<file path="src/rtl/hlen_offset_adder_if.sv">
// hlen_offset_adder_if: packet-stream snoop, EX-stage offset request and header-length result bundle
interface hlen_offset_adder_if;
    logic        in_wr;
    logic        in_sop;
    logic [63:0] in_data;
    logic        in_rdy;
    logic        pkt_done;
    logic        LW_EX;
    logic        SW_EX;
    logic [63:0] Offset_EX;
    logic [63:0] HLEN_Offset_Adder_result;
    logic [5:0]  hlen_bytes;
    logic        hlen_valid;
    logic        hlen_err;

    modport master (
        output in_wr, in_sop, in_data, pkt_done, LW_EX, SW_EX, Offset_EX,
        input  in_rdy, HLEN_Offset_Adder_result, hlen_bytes, hlen_valid, hlen_err
    );

    modport slave (
        input  in_wr, in_sop, in_data, pkt_done, LW_EX, SW_EX, Offset_EX,
        output in_rdy, HLEN_Offset_Adder_result, hlen_bytes, hlen_valid, hlen_err
    );
endinterface

</file>
<file path="src/rtl/hlen_offset_adder.sv">
// hlen_offset_adder: captures IPv4 header length from packet word 1 and forms L2+IP+offset; HLEN_CHECK_EN enables IHL<5 clamp/error
module hlen_offset_adder #(
    parameter int L2_BYTES = 14
) (
    input logic                clk,
    input logic                reset,
    hlen_offset_adder_if.slave bus
);
    typedef enum logic [1:0] {IDLE, HDR, HOLD} state_t;

    state_t      state, state_nxt;
    logic        wr_sop, wr_word, capture, mem_op;
    logic [3:0]  ihl;
    logic [5:0]  hlen_q;
    logic [63:0] result_q;

    assign wr_sop  = bus.in_wr & bus.in_sop;
    assign wr_word = bus.in_wr & ~bus.in_sop;
    assign ihl     = bus.in_data[11:8];
    assign mem_op  = bus.LW_EX | bus.SW_EX;

    // state register
    always_ff @(posedge clk) begin
        if (reset) state <= IDLE;
        else       state <= state_nxt;
    end

    // next state: release wins over a same-cycle write so a dropped packet never captures
    always_comb begin
        state_nxt = state;
        case (state)
            IDLE:    state_nxt = wr_sop ? HDR : IDLE;
            HDR:     state_nxt = bus.pkt_done ? IDLE : wr_sop ? HDR : wr_word ? HOLD : HDR;
            HOLD:    state_nxt = bus.pkt_done ? IDLE : HOLD;
            default: state_nxt = IDLE;
        endcase
    end

    // outputs decoded from state; capture is the HDR->HOLD transition
    always_comb begin
        bus.in_rdy     = (state != HOLD);
        bus.hlen_valid = (state == HOLD);
        capture        = (state == HDR) & ~bus.pkt_done & wr_word;
    end

`ifdef HLEN_CHECK_EN
    logic err_q;

    // header length capture with IHL<5 clamped to a minimal 20-byte header
    always_ff @(posedge clk) begin
        if (reset) begin
            hlen_q <= '0;
            err_q  <= 1'b0;
        end else if (capture) begin
            hlen_q <= (ihl < 4'd5) ? 6'd20 : {ihl, 2'b00};
            err_q  <= (ihl < 4'd5);
        end
    end

    assign bus.hlen_err = err_q;
`else
    // header length capture, raw IHL*4
    always_ff @(posedge clk) begin
        if (reset)        hlen_q <= '0;
        else if (capture) hlen_q <= {ihl, 2'b00};
    end

    assign bus.hlen_err = 1'b0;
`endif

    // effective offset register; uses pre-capture hlen when both happen together
    always_ff @(posedge clk) begin
        if (reset)       result_q <= '0;
        else if (mem_op) result_q <= 64'(L2_BYTES) + {58'd0, hlen_q} + bus.Offset_EX;
    end

    assign bus.hlen_bytes               = hlen_q;
    assign bus.HLEN_Offset_Adder_result = result_q;
endmodule
</file>
<file path="src/flat_wrapper.sv">
// flat-port wrapper written by rule: the top's interface ports become plain ports
module hlen_offset_adder_flat 
#(
    parameter int L2_BYTES = 14
)
  (clk, reset, bus_in_wr, bus_in_sop, bus_in_data, bus_pkt_done, bus_LW_EX, bus_SW_EX, bus_Offset_EX, bus_in_rdy, bus_HLEN_Offset_Adder_result, bus_hlen_bytes, bus_hlen_valid, bus_hlen_err);
  hlen_offset_adder_if bus_i ();
  input logic clk;
  input logic reset;
  input wire logic [$bits(bus_i.in_wr)-1:0] bus_in_wr;
  input wire logic [$bits(bus_i.in_sop)-1:0] bus_in_sop;
  input wire logic [$bits(bus_i.in_data)-1:0] bus_in_data;
  input wire logic [$bits(bus_i.pkt_done)-1:0] bus_pkt_done;
  input wire logic [$bits(bus_i.LW_EX)-1:0] bus_LW_EX;
  input wire logic [$bits(bus_i.SW_EX)-1:0] bus_SW_EX;
  input wire logic [$bits(bus_i.Offset_EX)-1:0] bus_Offset_EX;
  output wire logic [$bits(bus_i.in_rdy)-1:0] bus_in_rdy;
  output wire logic [$bits(bus_i.HLEN_Offset_Adder_result)-1:0] bus_HLEN_Offset_Adder_result;
  output wire logic [$bits(bus_i.hlen_bytes)-1:0] bus_hlen_bytes;
  output wire logic [$bits(bus_i.hlen_valid)-1:0] bus_hlen_valid;
  output wire logic [$bits(bus_i.hlen_err)-1:0] bus_hlen_err;
  assign bus_i.in_wr = bus_in_wr;
  assign bus_i.in_sop = bus_in_sop;
  assign bus_i.in_data = bus_in_data;
  assign bus_i.pkt_done = bus_pkt_done;
  assign bus_i.LW_EX = bus_LW_EX;
  assign bus_i.SW_EX = bus_SW_EX;
  assign bus_i.Offset_EX = bus_Offset_EX;
  assign bus_in_rdy = bus_i.in_rdy;
  assign bus_HLEN_Offset_Adder_result = bus_i.HLEN_Offset_Adder_result;
  assign bus_hlen_bytes = bus_i.hlen_bytes;
  assign bus_hlen_valid = bus_i.hlen_valid;
  assign bus_hlen_err = bus_i.hlen_err;
  hlen_offset_adder #(.L2_BYTES(L2_BYTES)) u_core (.clk(clk), .reset(reset), .bus(bus_i));
endmodule
</file>
<file path="config.mk">
export PLATFORM = sky130hd
export DESIGN_NAME = hlen_offset_adder_flat
export DESIGN_NICKNAME = d
export VERILOG_FILES = /design/src/rtl/hlen_offset_adder_if.sv /design/src/rtl/hlen_offset_adder.sv /design/src/flat_wrapper.sv
export SDC_FILE = /design/constraint.sdc
export NUM_CORES = 1
export LEC_CHECK = 0
export ABC_AREA = 1
export CAP_MARGIN = 10
export CORE_MARGIN = 2
export CORE_UTILIZATION = 30
export DETAILED_ROUTE_END_ITERATION = 8
export MAX_ROUTING_LAYER = met4
export SYNTH_ARGS = -nofsm -noshare
export SYNTH_HDL_FRONTEND = slang
export SYNTH_SLANG_ARGS = --single-unit
</file>
<file path="constraint.sdc">
create_clock -name clk -period 5.4 [get_ports clk]
set_input_delay 1.08 -clock clk [delete_from_list [all_inputs] [get_ports clk]]
set_output_delay 1.08 -clock clk [all_outputs]
set_load 0.05 [all_outputs]
</file>
# Yosys cells after proc, flatten, opt, wreduce, memory -nomap -nowiden
# Cells that the tools add are included.
word_totals:
  reg_bits: 70
  in_bits: 135
  output_inout_bits: 73
op_classes:
  add_sub_neg: 2
  eq_ne: 3
  n_mux: 6
  n_bitwise: 7
  n_reduce_logical: 1
ops:
  columns: ["op", "n"]
  rows:
  - ["adder 64 bit", 1]
  - ["2-to-1 mux 2 bit", 4]
  - ["adder 4 x 6 -> 7 bit (first input constant)", 1]
  - ["case mux 2 bit (3 select lines)", 1]
  - ["AND 1 bit", 4]
  - ["== test 2 x 1 -> 1 bit (second input constant)", 1]
  - ["== test 2 bit (second input constant)", 1]
  - ["zero test 2 bit", 1]
  - ["!= test 2 bit (second input constant)", 1]
  - ["NOT 1 bit", 2]
  - ["2-to-1 mux 1 bit", 1]
  - ["bitwise OR 1 bit", 1]

# Depth between registers and ports, before layout
# Gate-level depths: netlist of run 1.
depth:
  ltp_word: 6
  mapped_depth: 17
  ltp_nobuf: 17

# Least setup slack after synthesis of run 1
# OpenSTA, ideal clock, no wires.
synth_path:
  kind: "register to output"
  from: "register u_core.state[1]"
  to: "output bus_in_rdy"
  t_arrival_ns: 1.525
  path_slack_ns: 2.795
  stages_incl_launch_ff: 4
  path_cell_list: "dfxtp_1 > inv_1 > nor2_1 > inv_1"
synth_via:
  elab_chain_cells: 1
synth_rtl:
  columns: ["item", "line", "text"]
  rows:
  - ["from (decl)", "hlen_offset_adder.sv:11", "state_t state, state_nxt;"]
  - ["from (signal assigned)", "hlen_offset_adder.sv:25", "else state <= state_nxt;"]
  - ["!= test 2 bit", "hlen_offset_adder.sv:41", "bus.in_rdy = (state != HOLD);"]
  - ["to (decl)", "flat_wrapper.sv:17", "output wire logic [$bits(bus_i.in_rdy)-1:0] bus_in_rdy;"]
# No other way between the ends.

# Worst setup path in the final report of run 1
layout_path:
  from: "input bus_Offset_EX[1]"
  to: "register u_core.result_q[31] (netlist: u_core.bus.HLEN_Offset_Adder_result[31])"
layout_via:
  elab_chain_cells: 1
layout_rtl:
  columns: ["item", "line", "text"]
  rows:
  - ["from (decl)", "flat_wrapper.sv:16", "input wire logic [$bits(bus_i.Offset_EX)-1:0] bus_Offset_EX;"]
  - ["adder 64 bit", "hlen_offset_adder.sv:74", "else if (mem_op) result_q <= 64'(L2_BYTES) + {58'd0, hlen_q} + bus.Offset_EX;"]
  - ["to (signal assigned)", "hlen_offset_adder.sv:74", null]
  - ["to (decl)", "hlen_offset_adder.sv:15", "logic [63:0] result_q;"]
# No other way between the ends.
# A chain may end at the register's enable or synchronous reset.

==> results by group, run 1 <==
Global route
  – Largest net degree at the start of global routing: 55
  – Vias in the first global route: roughly 5300
  – First-pass GRT wire length: 28700 um
  – Grt ovf: 0
  – GRT Total Usage: 20.9%
  – Initial antenna violation count: 0

STA
  – Final Skew: 0.00682 ns
  – RSZ-0062 raised after global routing: false
  – Achievable Freq: 338 MHz
  – Final Setup Violations: 0
  – Worst-Margin Slew: 0.611 ns
  – Relative slew slack: approximately three fifths
  – Final worst setup slack: 2.45 ns
  – Final Hold Fails: 0
  – Final period util: 54.7%
  – Setup TNS: 0 ns
  – Final Max Tran Viols: 0
  – Period minus WS final: 2.95 ns

Worst setup path
  – Critical Path Source Type: input port
  – Reg-to-reg setup timing slack: between 2 and 3 ns
  – Critical Path End Type: flip-flop
  – Reg-to-reg startpoint: u_core.bus.hlen_bytes[2]
  – CP Launch Point: bus_Offset_EX[1]
  – Critical path class: input port to flip-flop
  – Worst EP arrival: 3.20 ns
  – Worst r2r dst: u_core.bus.HLEN_Offset_Adder_result[26]
  – Critical path peak fanout: 6
  – CP Capture Point: u_core.bus.HLEN_Offset_Adder_result[31]
  – Cell depth of the worst flop-to-flop path: 13
  – Worst Path Required: between 5 and 6 ns

Clocking
  – PostCTS Resize Cnt: 0
  – Worst-path clk slew: 0.06 ns
  – CTS tree: built
  – Htree depth: 3
  – Root buf cell: clkbuf_16
  – CTS Sinks: 70
  – CTS max path bufs: 2
  – Number of CTS-inserted buffers: 9
  – Worst skew pair latency: 0.35 ns
  – Post-CTS Setup Inserts: 0
  – CTS Hold Bufs: 0

Cells and area
  – Final instance area: 7220 um^2
  – Syn-to-layout area delta: 36.6%
  – Final nets: 1218
  – Post-Layout Cell Count: ~1300
  – Filler cells: 1892
  – Ant diodes: 0
  – Layout cell share with drive strength beyond 1: just over 5%

Drt
  – Final WL: around 19000 um
  – Drt wl/cell: 14.5 um
  – Vias: about 5900
  – Vias/cell: 4.50
  – DR DRC count: 0
  – Post-DRT Antenna Nets: 0
  – DRT iter0 DRCs: roughly 380
  – First-pass DRT Iterations: 5

Floorplanning
  – Initial Util: a little over 30%
  – Core Region: 17200 um^2
  – Ports: 208
  – Rows: 48
  – Horiz. Die Dim: roughly 140 um
  – Die area: around 19000 um^2
  – Die Y: 137 um

Synth
  – Yosys reg bits: 70
  – Synth unique cells: 36
  – Mapped cell area: 5280 um^2
  – Cells after synthesis: 938
  – EDFF count, synth: 0
  – Yosys synthesis warning count: 0
  – Main flop type after synthesis: dfxtp_1
  – Syn avg cell area: 5.63 um^2
  – Sequential area share after synthesis: 26.5%
  – Async SR Flop Fraction: 0%

Job
  – Max Cap Violations: 0

Place
  – Pre-CTS WS: 2.08 ns
  – Detailed Place HPWL: 15500 um
  – Routability Congestion: 0.970
  – Placed Instance Area: 6930 um^2
  – Port-buffer cells: between 100 and 150
  – Placed cells: between 1000 and 1500

Hold path
  – Hold Crit Class: flip-flop to flip-flop

Power and ir drop
  – Cell Pwr Density: 226 nW/um^2
  – Worst IR drop on VDD: between 0.15 and 0.2 mV
  – P_leak: approximately 3.5 nW
  – Pwr Total: 1.63 mW

Outcome
  – Status: complete, no violations
[final cells by class]
| cell class | count | area, um^2 | share of cell area (%) |
|---|---|---|---|
| multi-input combinational | 686 | 3180 | 44.1 |
| timing repair buffer | 148 | 1470 | 20.3 |
| sequential | 70 | 1400 | 19.4 |
| inverter | 161 | 604 | 8.37 |
| tap | 225 | 282 | 3.90 |
| clock buffer | 12 | 236 | 3.28 |
| clock inverter | 4 | 47.5 | 0.659 |
[synthesized netlist by cell type, types with 11 or more instances]
library cell | n | area (um^2)
nand2_1 | 234 | 878
nor2_2 | 15 | 93.8
o21ai_0 | 31 | 155
nand4_1 | 23 | 144
dfxtp_1 | 70 | 1400
clkbuf_1 | 14 | 52.6
nor2_1 | 209 | 785
xor2_1 | 15 | 131
inv_1 | 157 | 589
nand2_2 | 11 | 68.8
nand3_1 | 76 | 380
[metrics by stage]
step           utilization, %  hold slack, ns
6_report                 41.9           0.485
4_1_cts                  41.9           0.490
5_1_grt                  41.9           0.525
3_5_place_dp             40.2           0.478
3_3_place_gp             40.2           0.463
2_1_floorplan               -           0.527
[cells by family (layout without fill, tap and decap cells)]
kind of cell | after synthesis | count (layout) | synth area share (%)
AO/OA/AOI/OAI | 58 | 58 | 6.09
XOR/XNOR | 25 | 25 | 4.14
adder cells (fa/ha/maj) | 7 | 7 | 1.80
buffers and inverters | 184 | 325 | 13.4
flip-flops | 70 | 70 | 26.5
other | 1 | 3 | 0.0710
AND/OR/NAND/NOR | 593 | 593 | 48.0
[layout by cell type, fill, tap and decap left out, types with 2 or more instances in the layout]
cell,instances
xor2_1,15
o211ai_1,3
nor2_4,3
nand4_1,23
nand3b_1,10
buf_4,4
inv_2,4
clkinv_2,2
nor2_1,209
nand2_2,11
nand3_1,76
clkbuf_16,9
ha_1,6
clkdlybuf4s50_1,143
dfxtp_1,70
xnor2_1,10
nand2_1,234
nor3_1,6
inv_1,156
a21oi_1,9
nor2_2,15
clkbuf_1,3
o21ai_0,31
conb_1,3
o21ai_1,10
[where the power goes]
group / leakage [nW] / internal [mW] / switching [mW]
clock network: 0.137 / 0.356 / 0.232
logic: 2.79 / 0.167 / 0.298
registers: 0.582 / 0.555 / 0.0199
[layer usage]
metal | global-route usage, % | up-vias | share of wire (%)
li1 | - | 3148 | -
met1 | 29.2 | 2555 | 50
met2 | 31.9 | 158 | 44
met3 | 1.74 | 20 | 4.4
met4 | 6.48 | 0 | 1.7
met5 | - | - | 0
[worst min path at each step]
stage	depth (start not counted)	from	slack, ns	endpoint
3_5_place_dp	2	u_core.bus.HLEN_Offset_Adder_result[0]	0.48	u_core.bus.HLEN_Offset_Adder_result[0]
4_1_cts	2	u_core.bus.HLEN_Offset_Adder_result[0]	0.49	u_core.bus.HLEN_Offset_Adder_result[0]
2_1_floorplan	3	u_core.state[1]	0.53	u_core.state[0]
5_1_grt	2	u_core.bus.HLEN_Offset_Adder_result[2]	0.53	u_core.bus.HLEN_Offset_Adder_result[2]
3_3_place_gp	2	u_core.bus.HLEN_Offset_Adder_result[0]	0.46	u_core.bus.HLEN_Offset_Adder_result[0]
6_report	2	u_core.bus.HLEN_Offset_Adder_result[0]	0.49	u_core.bus.HLEN_Offset_Adder_result[0]
[sequential cells by signal (all words and copies together) (netlist names)]
name,cells
u_core.bus.hlen_bytes,4
u_core.state,2
u_core.bus.HLEN_Offset_Adder_result,64
[worst max-delay path, stage by stage]
cell	delay [ns]
clkdlybuf4s50_1	0.54
fa_1	0.51
nand2_1	0.08
nand3_1	0.10
nand3_1	0.10
nand2_2	0.12
nand2_1	0.24
nor2_2	0.12
nand2_1	0.07
nand3_1	0.10
nand2_1	0.09
inv_1	0.03
No activity file was read; power rests on OpenSTA's default activity.
==> run 2, diff against run 1 <==
==> constraint.sdc (replaced) <==
create_clock -name clk -period 2.69 [get_ports clk]
set_input_delay 0.538 -clock clk [delete_from_list [all_inputs] [get_ports clk]]
set_output_delay 0.538 -clock clk [all_outputs]
set_load 0.05 [all_outputs]
==> results by group, run 2 (same netlist as run 1, synthesis figures left out) <==
Drt
  – Vias/cell: 4.46 (was 4.50)
  – DRT iter0 DRCs: 371 (was 375)
  – Highest Signal Layer: met4 (unchanged)
  – Met2 WL: 8430 um (was 8340 um)
  – DR DRC count: 0 (unchanged)
  – Met3 wire length: 717 um (was 829 um)
  – Final WL: 19000 um (was 18900 um)
  – Post-DRT Antenna Nets: 0 (unchanged)
  – First-pass DRT Iterations: 5 (unchanged)
  – Vias: 5893 (was 5881)
  – Drt wl/cell: 14.4 um (was 14.5 um)
  – Met1 WL: 9470 um (was 9390 um)

Power and ir drop
  – Worst IR drop on VDD: 0.301 mV (was 0.150 mV)
  – Pwr Total: 3.50 mW (was 1.63 mW)
  – Cell Pwr Density: 472 nW/um^2 (was 226 nW/um^2)
  – P_leak: 3.61 nW (was 3.51 nW)

Hold path
  – Hold Crit Class: flip-flop to flip-flop (unchanged)

Worst setup path
  – CP most frequent cell: nand2_1 (unchanged)
  – Critical path class: flip-flop to flip-flop (was input port to flip-flop)
  – Worst Path Required: 2.91 ns (was 5.65 ns)
  – Critical Path Source Type: flip-flop (was input port)
  – Worst EP arrival: 2.69 ns (was 3.20 ns)
  – Worst-path cell chain: inv_1 > ha_1 > xnor2_1 > ha_1 > nand2_1 > inv_1 > nand2_1 > nand2_1 > nand2_1 > nand3_2 > nand2_1 > xor2_1 > a21oi_1 (was clkdlybuf4s50_1 > fa_1 > nand2_1 > nand3_1 > nand3_1 > nand2_2 > nand2_1 > nor2_2 > nand2_1 > nand3_1 > nand2_1 > inv_1)
  – CP max stage delay: 0.35 ns (was 0.54 ns)
  – CP max stage cell: dfxtp_1 (was clkdlybuf4s50_1)
  – Critical path peak fanout: 7 (was 6)
  – Critical Path End Type: flip-flop (unchanged)

Clocking
  – Root buf cell: clkbuf_16 (unchanged)
  – Htree depth: 3 (unchanged)
  – Worst-path clk slew: 0.06 ns (about the same)
  – CTS Sinks: 70 (unchanged)
  – CTS Hold Bufs: 0 (unchanged)
  – CTS max path bufs: 2 (unchanged)
  – Number of CTS-inserted buffers: 9 (unchanged)
  – Worst skew pair latency: 0.35 ns (about the same)
  – CTS tree: built (unchanged)

Cells and area
  – Layout cell share with drive strength beyond 1: 6.76% (was 5.18%)
  – Filler cells: 1874 (was 1892)
  – Commonest non-fill, non-tap cell in the layout: nand2_1 (unchanged)
  – Register area: 1400 um^2 (unchanged)
  – Final nets: 1232 (was 1218)
  – Most frequent cells in the layout: nand2_1 (232), nor2_1 (209), inv_1 (156), clkdlybuf4s50_1 (143), nand3_1 (76) (was nand2_1 (234), nor2_1 (209), inv_1 (156), clkdlybuf4s50_1 (143), nand3_1 (76))
  – Ant diodes: 0 (unchanged)
  – Multi-input combinational cell area: 3190 um^2 (was 3180 um^2)
  – Syn-to-layout area delta: 40.2% (was 36.6%)
  – Post-Layout Cell Count: 1320 (was 1306)
  – Max reg flops: 64 (unchanged)

Place
  – Detailed Place HPWL: 15700 um (was 15500 um)
  – Port-buffer cells: 144 (unchanged)
  – Routability Congestion: 0.985 (was 0.970)
  – Placed cells: 1304 (was 1290)

Floorplanning
  – Ports: 208 (unchanged)
  – Horiz. Die Dim: 137 um (unchanged)
  – Initial Util: 30.7% (unchanged)
  – Rows: 48 (unchanged)
  – Core Region: 17200 um^2 (unchanged)
  – Die Y: 137 um (unchanged)
  – Die area: 18700 um^2 (unchanged)

STA
  – Setup TNS: 0 ns (unchanged)
  – Achievable Freq: 405 MHz
  – Final Hold Fails: 0 (unchanged)
  – RSZ-0062 raised after global routing: false (unchanged)
  – Final Skew: 0.00829 ns (was 0.00682 ns)
  – Final Max Tran Viols: 0 (unchanged)
  – Relative slew slack: 65.2% (was 59.3%)
  – Final period util: 91.7%
  – WHS: 0.486 ns (was 0.485 ns)
  – Worst-Margin Slew: 0.520 ns (was 0.611 ns)
  – Final Setup Violations: 0 (unchanged)
  – Period minus WS final: 2.47 ns

Job
  – Max Cap Violations: 0 (unchanged)

Global route
  – First-pass GRT wire length: 28900 um (was 28700 um)
  – Largest net degree at the start of global routing: 57 (was 55)
  – GRT Total Usage: 21.1% (was 20.9%)
  – Initial antenna violation count: 0 (unchanged)
  – Vias in the first global route: 5415 (was 5301)
  – Grt ovf: 0 (unchanged)

Outcome
  – Status: complete, no violations (unchanged)
run 2: cell count changes in the layout (fill, tap and decap cells not counted), sizes merged:
cell | before | now
buf | 5 | 19
clkbuf | 12 | 10
clkinv | 3 | 2
bufinv | 1 | 3
clkinvlp | 1 | 2
run 2: power breakdown:
part | total (mW) | switching [mW] | internal [mW]
logic | 0.952 | 0.602 | 0.351
clock network | 1.39 | 0.485 | 0.904
registers | 1.15 | 0.0404 | 1.11
run 2: routing by layer:
metal | GRT usage (%) | up-vias
met3 | 1.85 | 26
met4 | 6.77 | 0
met5 | - | -
met2 | 32.6 | 134
li1 | - | 3173
met1 | 29.1 | 2560
run 2: cell type report:
cell class	instances	area share, %
Clock buffer	10	3.09
Inverter	161	8.16
Tap cell	225	3.80
Sequential cell	70	18.9
Multi-Input combinational cell	686	43.0
Timing Repair Buffer	162	21.6
Clock inverter	6	1.49
run 2: what timing repair did:
item / in CTS / in global routing
endpoints found under the setup margin: 0 / 2
buffers inserted: 0 / 0
resized for setup: 0 / 2
run 2: per-stage QoR:
stage | utilization (%) | area, um^2 | setup WS, ns
after CTS | 43.0 | 7400 | 0.210
after detailed placement | 41.0 | 7060 | 0.0804
after floorplan | - | 5290 | 0.134
final | 43.0 | 7410 | 0.224
after global placement | 41.0 | 7060 | 0.0904
after global routing | 43.0 | 7410 | 0.00792
run 2: final timing paths:
| path | from | end | slack (ns) | depth (start not counted) |
|---|---|---|---|---|
| hold reg to reg | u_core.bus.HLEN_Offset_Adder_result[0] | u_core.bus.HLEN_Offset_Adder_result[0] | 0.49 | 2 |
| setup reg to reg | u_core.bus.hlen_bytes[2] | u_core.bus.HLEN_Offset_Adder_result[26] | 0.22 | 13 |
| setup / recovery | u_core.bus.hlen_bytes[2] | u_core.bus.HLEN_Offset_Adder_result[26] | 0.22 | 13 |
| hold / removal | u_core.bus.HLEN_Offset_Adder_result[0] | u_core.bus.HLEN_Offset_Adder_result[0] | 0.49 | 2 |
run 2: worst max-delay path: cells and delay by family (launching register included):
kind	cells	cell delay, ns
compound gates	1	0.11
xor+xnor	2	0.39
fa+ha+maj	2	0.58
buf+inv	2	0.16
flops	1	0.35
simple gates	6	0.74
==> run 3, diff against run 2 <==
--- a/config.mk
+++ b/config.mk
@@ -11,6 +11,7 @@
 export CORE_UTILIZATION = 30
 export DETAILED_ROUTE_END_ITERATION = 8
 export MAX_ROUTING_LAYER = met4
+export SKIP_CTS_REPAIR_TIMING = 1
 export SYNTH_ARGS = -nofsm -noshare
 export SYNTH_HDL_FRONTEND = slang
 export SYNTH_SLANG_ARGS = --single-unit
==> results of run 3 <==
The final DEF is identical to that of run 2; final timing and power are the same.
